### src/rtl/uart_rx_byte.sv
// uart_rx_byte: 8N1 UART receiver holding the last good byte; defining UART_PARITY_EN
// switches the frame to 8E1 and adds parity checking.
module uart_rx_byte #(
  parameter int CLK_FREQ = 50_000_000,
  parameter int BAUD     = 115_200
) (
  input  logic       clk_i,
  input  logic       rst_n_i,
  input  logic       rx_i,
  output logic [7:0] rx_data_o,
  output logic       rx_valid_o,
  output logic       rx_err_o
);
  localparam int BAUD_DIV = CLK_FREQ / BAUD;
  localparam int HALF     = BAUD_DIV / 2;
  localparam int CW       = $clog2(BAUD_DIV);
  typedef enum logic [2:0] {
    IDLE,
    START,
    DATA,
`ifdef UART_PARITY_EN
    PARITY,
`endif
    STOP,
    BREAK
  } state_t;
  state_t        state_q, state_d;
  logic [CW-1:0] cnt_q, cnt_d;
  logic [2:0]    bit_q, bit_d;
  logic [7:0]    sh_q, sh_d;
  logic [7:0]    data_q, data_d;
  logic          valid_q, valid_d;
  logic          err_q, err_d;
  logic [2:0]    sync_q;
  logic          rx_s, fall, bit_end, perr;
`ifdef UART_PARITY_EN
  logic          par_q, par_d;
  assign perr = par_q;
`else
  assign perr = 1'b0;
`endif
  // sync_q[1] is the synchronized line, sync_q[2] its history for edge detection
  assign rx_s    = sync_q[1];
  assign fall    = sync_q[2] & ~sync_q[1];
  assign bit_end = cnt_q == CW'(BAUD_DIV - 1);
  always_ff @(posedge clk_i or negedge rst_n_i) begin
    if (!rst_n_i) begin
      sync_q  <= 3'b111;
      state_q <= IDLE;
      cnt_q   <= '0;
      bit_q   <= '0;
      sh_q    <= '0;
      data_q  <= '0;
      valid_q <= 1'b0;
      err_q   <= 1'b0;
`ifdef UART_PARITY_EN
      par_q   <= 1'b0;
`endif
    end else begin
      sync_q  <= {sync_q[1:0], rx_i};
      state_q <= state_d;
      cnt_q   <= cnt_d;
      bit_q   <= bit_d;
      sh_q    <= sh_d;
      data_q  <= data_d;
      valid_q <= valid_d;
      err_q   <= err_d;
`ifdef UART_PARITY_EN
      par_q   <= par_d;
`endif
    end
  end
  always_comb begin
    state_d = state_q;
    bit_d   = bit_q;
    sh_d    = sh_q;
    data_d  = data_q;
    valid_d = 1'b0;
    err_d   = 1'b0;
`ifdef UART_PARITY_EN
    par_d   = par_q;
`endif
    case (state_q)
      IDLE:  state_d = fall ? START : IDLE;
      START: begin
        if (cnt_q == CW'(HALF - 1)) begin
          state_d = rx_s ? IDLE : DATA;
          bit_d   = '0;
        end
      end
      DATA: begin
        if (bit_end) begin
          sh_d  = {rx_s, sh_q[7:1]};
          bit_d = bit_q + 3'd1;
`ifdef UART_PARITY_EN
          state_d = (bit_q == 3'd7) ? PARITY : DATA;
`else
          state_d = (bit_q == 3'd7) ? STOP : DATA;
`endif
        end
      end
`ifdef UART_PARITY_EN
      PARITY: begin
        if (bit_end) begin
          par_d   = rx_s ^ (^sh_q);
          state_d = STOP;
        end
      end
`endif
      STOP: begin
        // leaving at mid-stop-bit lets the next start edge be caught on time
        if (bit_end) begin
          valid_d = rx_s & ~perr;
          err_d   = ~rx_s | perr;
          data_d  = (rx_s & ~perr) ? sh_q : data_q;
          state_d = rx_s ? IDLE : BREAK;
        end
      end
      BREAK:   state_d = rx_s ? IDLE : BREAK;
      default: state_d = IDLE;
    endcase
    cnt_d = (state_d != state_q || bit_end) ? '0 : cnt_q + 1'b1;
  end
  assign rx_data_o  = data_q;
  assign rx_valid_o = valid_q;
  assign rx_err_o   = err_q;
endmodule
### config.mk
export PLATFORM = sky130hd
export DESIGN_NAME = uart_rx_byte
export DESIGN_NICKNAME = d
export VERILOG_FILES = /design/src/rtl/uart_rx_byte.sv
export SDC_FILE = /design/constraint.sdc
export NUM_CORES = 1
export LEC_CHECK = 0
export CELL_PAD_IN_SITES_DETAIL_PLACEMENT = 0
export CELL_PAD_IN_SITES_GLOBAL_PLACEMENT = 2
export CORE_MARGIN = 4
export CORE_UTILIZATION = 42
export DETAILED_ROUTE_END_ITERATION = 16
export DONT_BUFFER_PORTS = 1
export PLACE_DENSITY = 0.86
export SETUP_SLACK_MARGIN = 0.2
export SLEW_MARGIN = 10
export SYNTH_ARGS = -nofsm -noshare
export SYNTH_HDL_FRONTEND = slang
export SYNTH_SLANG_ARGS = --single-unit
export TNS_END_PERCENT = 30
### constraint.sdc
create_clock -name clk_i -period 2.2 [get_ports clk_i]
set_input_delay 0.44 -clock clk_i [delete_from_list [all_inputs] [get_ports clk_i]]
set_output_delay 0.44 -clock clk_i [all_outputs]
set_load 0.03 [all_outputs]
==> impl_metrics.toml <==
[yosys]
synth.top_cells.by_area = "dfrtp_1, mux2_2, dfstp_2, ha_1, nor2_1"
post_synth_num_cell_types = 34
sequential_fraction_of_the_synthesis_area_pct = 56.3
portion_of_synthesized_cell_area_occupied_by_the_leading_cell_type_pct = 51.4
post_synth.cell_area_avg_um2 = 12.4
number_of_warning_messages_in_the_yosys_log = 0
synth_area_leader_cell = "dfrtp_1"
syn-cell-area_mm2 = 0.00161
synth_cells = 130
synth.ff_latch_count = 36
mappedNetlistNets = 138

[global_route]
grt.overflow.total = 0
grt_pass1_vias = 1021
largest_net_degree_at_the_start_of_global_routing = 37
track_usage_pct = 12.5
antenna_violations_before_repair = 0
global_route_wire_length_before_repair_um = 4820

[timing]
hold_viol_final = 0
final_report_max_slew_violation_count = 0
worst_margin_pin_slew_ns = 0.542
rsz0062_at_grt = "false"
fin_crit_sh_pct = 82.3
final_period_minus_worst_setup_slack_ns = 1.81
setup_viol_count_final = 0
max_freq_mhz = 552
timing.slew.headroom_pct = 63.5
setup_total_negative_slack_ns = 0
finClkSkew_ns = 0.00557

[routing]
detailedRoute.firstIterationViolations = 42
routed_wirelength_um = 2600
ant_nets = 0
drcViolationCount = 0
vias_per_cell = 5.30
wire_per_inst_um = 14.1
drt-pass1-iter-count = 4
routed-via-count = 975

[setup_path]
critPathBufInv = 0
timing.critical_path.slowest_stage_cell = "dfrtp_1"
critical_path.cell_chain = "or3b_1 -> o41a_1 -> o2111ai_4 -> nor2_1"
crit_path_max_fanout = 9
cp.required_ns = 2.36
cpLargestDelayFamily = "compound AO/OA/AOI/OAI gates"
slowest_delay_ns = 0.48
critical_path.startpoint = "state_q[1]$_DFF_PN0_"
cp-start-kind = "flip-flop"
cp_data_arrival_time_ns = 1.97
criticalPathCategory = "reg -> reg"
crit-reg2reg-launch = "state_q[1]$_DFF_PN0_"
worst_setup_path_end_kind = "flip-flop"

[clock_network]
post-cts-setup-buffer-count = 0
ctsHtreeMaxLevel = 2
cts-resized-gates = 0
postCtsHoldBufs = 2
clock_insertion_delay_at_the_later_pin_of_the_skew_report_ns = 0.29
cts_inserted_buffers = 5
cts.path.max_buffers = 2
cts.sink_count = 36
worst_setup_hold_path_clk_slew_ns = 0.07
ctsRootBufferMaster = "clkbuf_8"
tritoncts_clock_tree = "yes"

[final_layout]
drive_gt1_share_pct = 25.0
finalNetCount = 143
fin_area_mm2 = 0.00179
finish.utilization_pct = 48.6
layout-area-overhead-vs-synth_pct = 11.5
layout.cells.most_common_list = "dfrtp_1, mux2_2, nor2_1"
mostFrequentLayoutCell = "dfrtp_1"
fin_cells = 184
n_antenna_cell = 0
nFillCells = 349

[die]
core.rowCount = 22
design.die.area_mm2 = 0.00488
design.portCount = 13
core_area_mm2 = 0.00369
dieWidth_um = 69.9
starting_utilization_of_the_core_area_pct = 43.6
die_height_um = 69.9

[power_and_ir_drop]
power_per_cell_area_mw_per_mm2 = 893
irDropWorstVdd_uv = 425
power.static_leakage_nw = 0.862
totalPowerFinal_mw = 1.60

[placed_design]
place.port_buffers = 0
place_area_mm2 = 0.00165
dp_hpwl_um = 1850
gpl.final_weighted_congestion = 0.865
placed_cells_incl_taps = 174

[min_path]
hold_path_start = "rx_i"
hold_path.class = "in -> reg"

[run]
max-cap-violations = 0

[status]
outcome = "complete, no violations"
registers in the layout (all words and copies together), names as in the netlist:
signal	count
rx_data_o	8
rx_err_o	1
bit_q	3
sync_q	3
cnt_q	9
state_q	3
sh_q	8
rx_valid_o	1
power by group:
part	internal, mW	leakage [nW]	switching [mW]	total, mW
Combinational	0.0981	0.329	0.102	0.200
Sequential	0.727	0.478	0.102	0.829
Clock	0.335	0.0541	0.237	0.572
Total	1.16	0.862	0.441	1.60
synth_stat cells:
cell	count
dfrtp_1	33
mux2_2	17
nor2_1	16
inv_1	8
nand3_1	7
ha_1	5
xnor2_1	5
nand2_1	4
clkbuf_1	3
dfstp_2	3
nor4_1	3
a22o_1	2
nand4_1	2
xor2_1	2
a21oi_1	1
a22oi_1	1
and3_1	1
and3_2	1
and4b_1	1
and4bb_2	1
buf_2	1
nand3_4	1
nand3b_1	1
nand4_2	1
nand4b_1	1
nor3_1	1
nor4b_1	1
o2111ai_4	1
o21ai_0	1
o31a_1	1
o31ai_1	1
o41a_1	1
or3_1	1
or3b_1	1
per-layer routing:
| layer | vias to the layer above | GRT usage (%) | routed length (um) |
|---|---|---|---|
| met5 | - | 0 | 0 |
| met4 | 0 | 5.11 | 36 |
| met3 | 5 | 5.04 | 134 |
| met2 | 13 | 19.0 | 1260 |
| met1 | 491 | 15.8 | 1170 |
| li1 | 466 | - | - |
area by class of cell:
cell class	instances	area [um^2]	share of cell area [%]
Multi-Input combinational cell	82	657	36.6
Inverter	8	30.0	1.67
Clock buffer	5	68.8	3.84
Timing Repair Buffer	2	30.0	1.67
Sequential cell	36	905	50.5
Clock inverter	3	42.5	2.37
Tap cell	48	60.1	3.35
per-stage QoR:
| step | hold slack, ns | worst slack, ns |
|---|---|---|
| 2_1_floorplan | 0.144 | 0.506 |
| 3_3_place_gp | 0.146 | 0.407 |
| 3_5_place_dp | 0.146 | 0.398 |
| 4_1_cts | 0.136 | 0.383 |
| 5_1_grt | 0.120 | 0.222 |
| 6_report | 0.145 | 0.389 |
final timing paths:
path / to / slack (ns) / cells past startpoint
worst min-delay path: sync_q[0]$_DFF_PN1_ / 0.15 / 0
worst max-delay path: cnt_q[2]$_DFF_PN0_ / 0.39 / 4
max in group asynchronous: sync_q[0]$_DFF_PN1_ / 1.36 / 2
worst max register to register: cnt_q[2]$_DFF_PN0_ / 0.39 / 4
min in group asynchronous: cnt_q[6]$_DFF_PN0_ / 0.59 / 2
worst min register to register: sync_q[1]$_DFF_PN1_ / 0.36 / 0
cell families (layout without fill, tap and decap cells):
| family | Yosys count | after routing | synth area share [%] |
|---|---|---|---|
| simple gates | 44 | 44 | 15.7 |
| flops | 36 | 36 | 56.3 |
| mux | 17 | 17 | 11.9 |
| buf+inv | 12 | 18 | 2.88 |
| compound gates | 9 | 9 | 5.53 |
| xor+xnor | 7 | 7 | 3.81 |
| fa+ha+maj | 5 | 5 | 3.89 |
No activity file was read; power rests on OpenSTA's default activity.
